[src/rtl/mem_arbiter.sv]
// mem_arbiter: two-state arbiter that shares one RAM port between the
// instruction and data ports of two cores.
//
// Ports
//   CLK                 clock, all state changes on its rising edge
//   nRST                asynchronous active-low reset
//   iREN, iaddr         per-core instruction read request and address
//   iwait, iload        per-core instruction wait (1 = not done) and read data
//   dREN, dWEN          per-core data read / write requests
//   daddr, dstore       per-core data address and store data
//   dwait, dload        per-core data wait (1 = not done) and load data
//   ramREN, ramWEN      RAM read / write enables
//   ramaddr, ramstore   RAM address and store data
//   ramload             RAM read data
//   ramstate            RAM status: FREE=0, BUSY=1, ACCESS=2, ERROR=3
//   err_count           saturating count of ERROR responses seen while serving
module mem_arbiter #(
    parameter int CORES = 2,
    parameter int ERRW  = 8
) (
    input  logic                        CLK,
    input  logic                        nRST,
    input  logic [CORES-1:0]            iREN,
    input  logic [CORES-1:0][31:0]      iaddr,
    output logic [CORES-1:0]            iwait,
    output logic [CORES-1:0][31:0]      iload,
    input  logic [CORES-1:0]            dREN,
    input  logic [CORES-1:0]            dWEN,
    input  logic [CORES-1:0][31:0]      daddr,
    input  logic [CORES-1:0][31:0]      dstore,
    output logic [CORES-1:0]            dwait,
    output logic [CORES-1:0][31:0]      dload,
    output logic                        ramREN,
    output logic                        ramWEN,
    output logic [31:0]                 ramaddr,
    output logic [31:0]                 ramstore,
    input  logic [31:0]                 ramload,
    input  logic [1:0]                  ramstate,
    output logic [ERRW-1:0]             err_count
);
    localparam logic [1:0] RAM_ACCESS = 2'd2;
    localparam logic [1:0] RAM_ERROR  = 2'd3;

    typedef enum logic {IDLE, SERVE} state_t;

    state_t           state, next_state;
    logic             g_core, g_data, g_write, last_core;
    logic             n_core, n_data, n_write;
    logic             pref, any_req, active, done, err_hit;
    logic [CORES-1:0] d_req;

    // A data port is requesting on either enable; data beats instruction
    // regardless of core, and within a class the core not served last wins.
    assign d_req   = dREN | dWEN;
    assign pref    = ~last_core;
    assign any_req = (|d_req) | (|iREN);
    assign n_data  = |d_req;
    assign n_core  = n_data ? (d_req[pref] ? pref : ~pref) : (iREN[pref] ? pref : ~pref);
    assign n_write = n_data & dWEN[n_core];

    // The granted request must still be present; if it drops, the transfer
    // is abandoned without signalling completion.
    assign active  = g_data ? d_req[g_core] : iREN[g_core];
    assign done    = (state == SERVE) && active && (ramstate == RAM_ACCESS);
    assign err_hit = (state == SERVE) && active && (ramstate == RAM_ERROR);

    always_ff @(posedge CLK or negedge nRST) begin
        if (!nRST) begin
            state     <= IDLE;
            last_core <= 1'b1;
            g_core    <= 1'b0;
            g_data    <= 1'b0;
            g_write   <= 1'b0;
            err_count <= '0;
        end else begin
            state <= next_state;
            if (state == IDLE && any_req) begin
                g_core    <= n_core;
                g_data    <= n_data;
                g_write   <= n_write;
                last_core <= n_core;
            end
            if (err_hit && err_count != '1)
                err_count <= err_count + 1'b1;
        end
    end

    always_comb begin
        next_state = state;
        ramREN     = 1'b0;
        ramWEN     = 1'b0;
        ramaddr    = '0;
        ramstore   = '0;
        iwait      = '1;
        dwait      = '1;
        iload      = '0;
        dload      = '0;
        if (state == IDLE) begin
            next_state = any_req ? SERVE : IDLE;
        end else begin
            ramWEN     = g_write;
            ramREN     = ~g_write;
            ramaddr    = g_data ? daddr[g_core] : iaddr[g_core];
            ramstore   = g_data ? dstore[g_core] : '0;
            next_state = (!active || ramstate == RAM_ACCESS) ? IDLE : SERVE;
            if (done && g_data) begin
                dwait[g_core] = 1'b0;
                dload[g_core] = ramload;
            end
            if (done && !g_data) begin
                iwait[g_core] = 1'b0;
                iload[g_core] = ramload;
            end
        end
    end
endmodule
[config.mk]
export PLATFORM = sky130hd
export DESIGN_NAME = mem_arbiter
export DESIGN_NICKNAME = d
export VERILOG_FILES = /design/src/rtl/mem_arbiter.sv
export SDC_FILE = /design/constraint.sdc
export NUM_CORES = 1
export LEC_CHECK = 0
export ABC_AREA = 1
export CORE_AREA = 8 8 165 167
export CTS_CLUSTER_SIZE = 25
export DETAILED_ROUTE_END_ITERATION = 10
export DIE_AREA = 0 0 173 175
export PLACE_DENSITY = 0.52
export SLEW_MARGIN = 20
export SYNTH_ARGS = -nofsm -noshare
export SYNTH_HDL_FRONTEND = slang
export SYNTH_SLANG_ARGS = --single-unit
[constraint.sdc]
create_clock -name CLK -period 3.83 [get_ports CLK]
set_input_delay 0.766 -clock CLK [delete_from_list [all_inputs] [get_ports CLK]]
set_output_delay 0.766 -clock CLK [all_outputs]
set_load 0.02 [all_outputs]
Word level (Yosys, flattened, before mapping)
Cells that the tools add are included.
W data, S select, Z words.
{"block": "word_totals", "out_inout_bits": 206, "regBits": 13, "elab_cells": 76, "input_bits": 234}
{"block": "op_classes", "bitwise": 8, "n_addsub": 1, "n_mux": 41, "reduce_logical": 13, "eq_ne": 3, "order_cmp": 4}
{"op": "$mux W32", "count": 11}
{"op": "$mux W64", "count": 4}
{"op": "$and A64 B64 Y64", "count": 1}
{"op": "$demux W32 S1", "count": 1}
{"op": "$mux W1", "count": 20}
{"op": "$add A8 B1 Y8 const B", "count": 1}
{"op": "$logic_and A1 B1 Y1", "count": 8}
{"op": "$mux W2", "count": 4}
{"op": "$ne A8 B8 Y1 const B", "count": 1}
{"op": "$lt A1 B2 Y1 const B", "count": 3}
{"op": "$eq A2 B2 Y1 const B", "count": 2}
{"op": "$reduce_or A2 Y1", "count": 2}
{"op": "$not A1 Y1", "count": 3}
{"op": "$logic_not A1 Y1", "count": 2}
{"op": "$not A2 Y2", "count": 1}
{"op": "$or A2 B2 Y2", "count": 1}
{"op": "$and A1 B1 Y1", "count": 1}
{"op": "$demux W1 S1", "count": 1}
{"op": "$ge A1 B1 Y1 const B", "count": 1}
{"op": "$logic_or A1 B1 Y1", "count": 1}
{"op": "$or A1 B1 Y1", "count": 1}

Longest topological paths before layout
{"block": "depth", "word_depth": 9, "ltp_mapped": 9, "mapped_depth_nobuf": 8}

Worst setup path after synthesis
OpenSTA, ideal clock, no wires.
{"block": "synth_timing", "path_type": "input to output", "from": "input dWEN[1]", "to": "output dload[0] (netlist name)", "n_path_buf": 1, "required_ps": 3064, "setup_slack_ps": 1330, "arrival_time_ps": 1734, "cell_stages": 7, "cell_sequence": "nor2_1 -> nand2_1 -> nand2_1 -> nand2_2 -> nand4_1 -> buf_4 -> nor3_1"}
{"item": "from (decl)", "line": "28", "text": "input logic [CORES-1:0] dWEN,"}
{"item": "to (decl)", "line": "32", "text": "output logic [CORES-1:0][31:0] dload,"}

==> results.md <==
- Status: finished, final reports clean
- Clock Skews: 2.61 ps
- Vias in the first global route: 5,828
- Hold/Removal Path Class: flip-flop to flip-flop
- Antenna Nets Post-Route: 0
- Critical Path AT: 2930 ps
- Seq cells post-synth: 13
- Synth top area cells: nor3_2 27%, nor2_1 20%, dfrtp_1 8.0%, nor3_1 7.8%, o21ai_0 6.2%
- Net switching power: 2.61 mW
- Initial antenna violation count: 0
- Initial core utilization: 0.153
- Die Height: 175 um
- Slowest CP cell: clkdlybuf4s50_1
- Library cells used by synthesis: 27
- Share of layout cells above drive strength 1: 0.125
- Area Overhead vs Synth: 130%
- Worst setup SP type: primary input
- Async S/R FF share, synth: 1.00
- Sequential area share after synthesis: 0.0867
- Total power: 4.60 mW
- Switching Fraction: 0.568
- Final worst path period share: 0.966
- Leakage power: 3.85 nW
- Core Region: 0.0247 mm2
- Synth Instances: 659
- CP endpoint kind: output port
- WP data required: 3060 ps
- Dpl hpwl: 20.2 mm
- Syn nets: 894
- # rows: 58
- Synth cell count leaders: 199 x nor2_1, 100 x nor3_2, 59 x nor3_1, 55 x nand2_1, 47 x o21ai_0
- Number of synthesized flops with an enable pin: 0
- Pwr dens: 530 mW/mm2
- Pin count of the biggest net entering global routing: 116
- Vias after detailed routing: 5,833
- CP peak stage delay: 640 ps
- ANT cells: 0
- First-pass GRT wire length: 37.1 mm
- Flop pwr share: 0.057
- Fin. Hold Viols: 0
- Post-Route WL: 24.8 mm
- GRT Overall Usage: 0.152
- Slew Limit Headroom: 0.495
- DR pass1 iterations: 5
- Dpl cells: 1,386
- Root Driver: clkbuf_16
- Clock transition at path regs: 50 ps
- Crit-path max FO: 24
- Worst slew pin tran: 757 ps
- Max-cap check violation count: 0
- Cts bufs inserted: 3
- H-tree levels: 1
- Clock share of power: 0.043
- Post-Layout Cell Count: 1,390
- Worst VDD drop: 0.000437 V
- DRC: 0
- Post-CTS setup buffer count: 0
- Setup violators final: 0
- Worst path cell trace: clkdlybuf4s50_1 > nor2_1 > nand2_1 > nand2_1 > nand2_2 > nand4_1 > buf_12 > buf_4 > nor3_2 > clkdlybuf4s50_1
- CP bufs+invs: 4
- Comb pwr share: 0.900
- Via density: 4.20
- IO Count: 440
- Nets: 1,296
- Mapped Area: 0.00377 mm2
- Crit Path Class: primary input to output port
- Max-slew violation count: 0
- Util after Layout: 0.352
- CP top delay family: buffers and inverters
- Clk Latency, worst-skew pair: 240 ps
- Routed len/inst: 17.9 um
- Placer Congestion: 0.776
- Internal: 1.99 mW
- TritonCTS clock tree: yes
- Most frequent cell after synthesis: nor2_1
- Yosys synthesis warning count: 0
- Clock Path Buffers: 2
- DRT iter0 DRCs: 328
- Final Critical Period: 3700 ps
- Grt total ovfl: 0
- Dominant synthesized flop cell: dfrtp_1
- Die area: 0.0303 mm2
- Syn avg cell area: 5.71 um2
- Fmax: 270 MHz
- Cell taking the most area after synthesis: nor3_2
- PortBufs: 439
- Yosys top cell area share: 0.266
- Die W: 173 um
- CTS sink cnt: 13
-- what timing repair did --
item,in CTS,in global routing
setup endpoints to repair,0,35
gates resized for setup,0,35
hold buffers,0,0
-- power groups by stage --
stage / Combinational (mW) / Clock [mW] / Sequential, mW
after floorplan: 2.35 / 0 / 0.254
after global placement: 4.20 / 0 / 0.270
after detailed placement: 4.18 / 0 / 0.269
after CTS: 4.20 / 0.202 / 0.266
after global routing: 4.50 / 0.207 / 0.276
final: 4.14 / 0.198 / 0.264
-- flip-flops by register name, indices dropped and copies added, names as in the netlist --
register,cells
g_core,1
last_core,1
g_write,1
g_data,1
state,1
err_count,8
-- worst register-to-register path, delay by kind of cell, from the launching register on --
family          cells  cell delay (ps)
compound gates      1               80
buf+inv             3              890
flops               1              430
simple gates        2              240
-- per-layer routing --
metal  wire length, um  up-vias  track usage  part of all wire
met4               297        0       0.0216             0.012
met2             12500      274        0.268              0.50
met5                 0        -            0                 0
met1             10200     2594        0.185              0.41
li1                  -     2948            -                 -
met3              1910       17       0.0427             0.077
-- final timing paths --
kind / start / to / slack [ps] / cells after the start
setup / recovery: dWEN[0] / dload[27] / 130 / 10
hold / removal: last_core / last_core / 490 / 2
setup reg to reg: state / g_core / 2080 / 6
hold reg to reg: last_core / last_core / 490 / 2
max in group asynchronous: nRST / g_core / 2490 / 1
min in group asynchronous: nRST / err_count[2] / 900 / 1
-- stage by stage --
step / hold WS, ps / TNS [ps] / worst slack (ps) / area (um2)
floorplan: 460 / 0 / 1330 / 3770
global placement: 484 / 0 / 107 / 8510
detailed placement: 486 / 0 / 95.8 / 8510
CTS: 493 / 0 / 88.6 / 8590
global route: 524 / -27.9 / -16.7 / 8680
finish: 490 / 0 / 131 / 8680
-- area by class of cell --
class / count / area [um2]
Clock buffer: 3 / 75.1
Clock inverter: 1 / 5.00
Fill cell: 2634 / 16000
Inverter: 48 / 185
Multi-Input combinational cell: 535 / 2910
Sequential cell: 13 / 330
Tap cell: 330 / 413
Timing Repair Buffer: 460 / 4760
-- logic make-up after synthesis --
kind of cell | share of synthesized area
AND/OR/NAND/NOR | 0.618
buffers and inverters | 0.141
AO/OA/AOI/OAI | 0.137
flip-flops | 0.0867
XOR/XNOR | 0.0140
adder cells (fa/ha/maj) | 0.00332
-- cell usage in the layout, fill, tap and decap left out, types with 10 or more instances in the layout --
cell type	netlist	layout
a21oi_1	33	33
buf_12	0	10
buf_4	4	11
clkdlybuf4s50_1	0	404
dfrtp_1	12	11
dlymetal6s2s_1	0	35
inv_1	45	45
nand2_1	55	55
nor2_1	199	199
nor3_1	59	59
nor3_2	100	100
o21ai_0	47	47
o21ai_1	20	20
(Power assumes the default switching activity.)
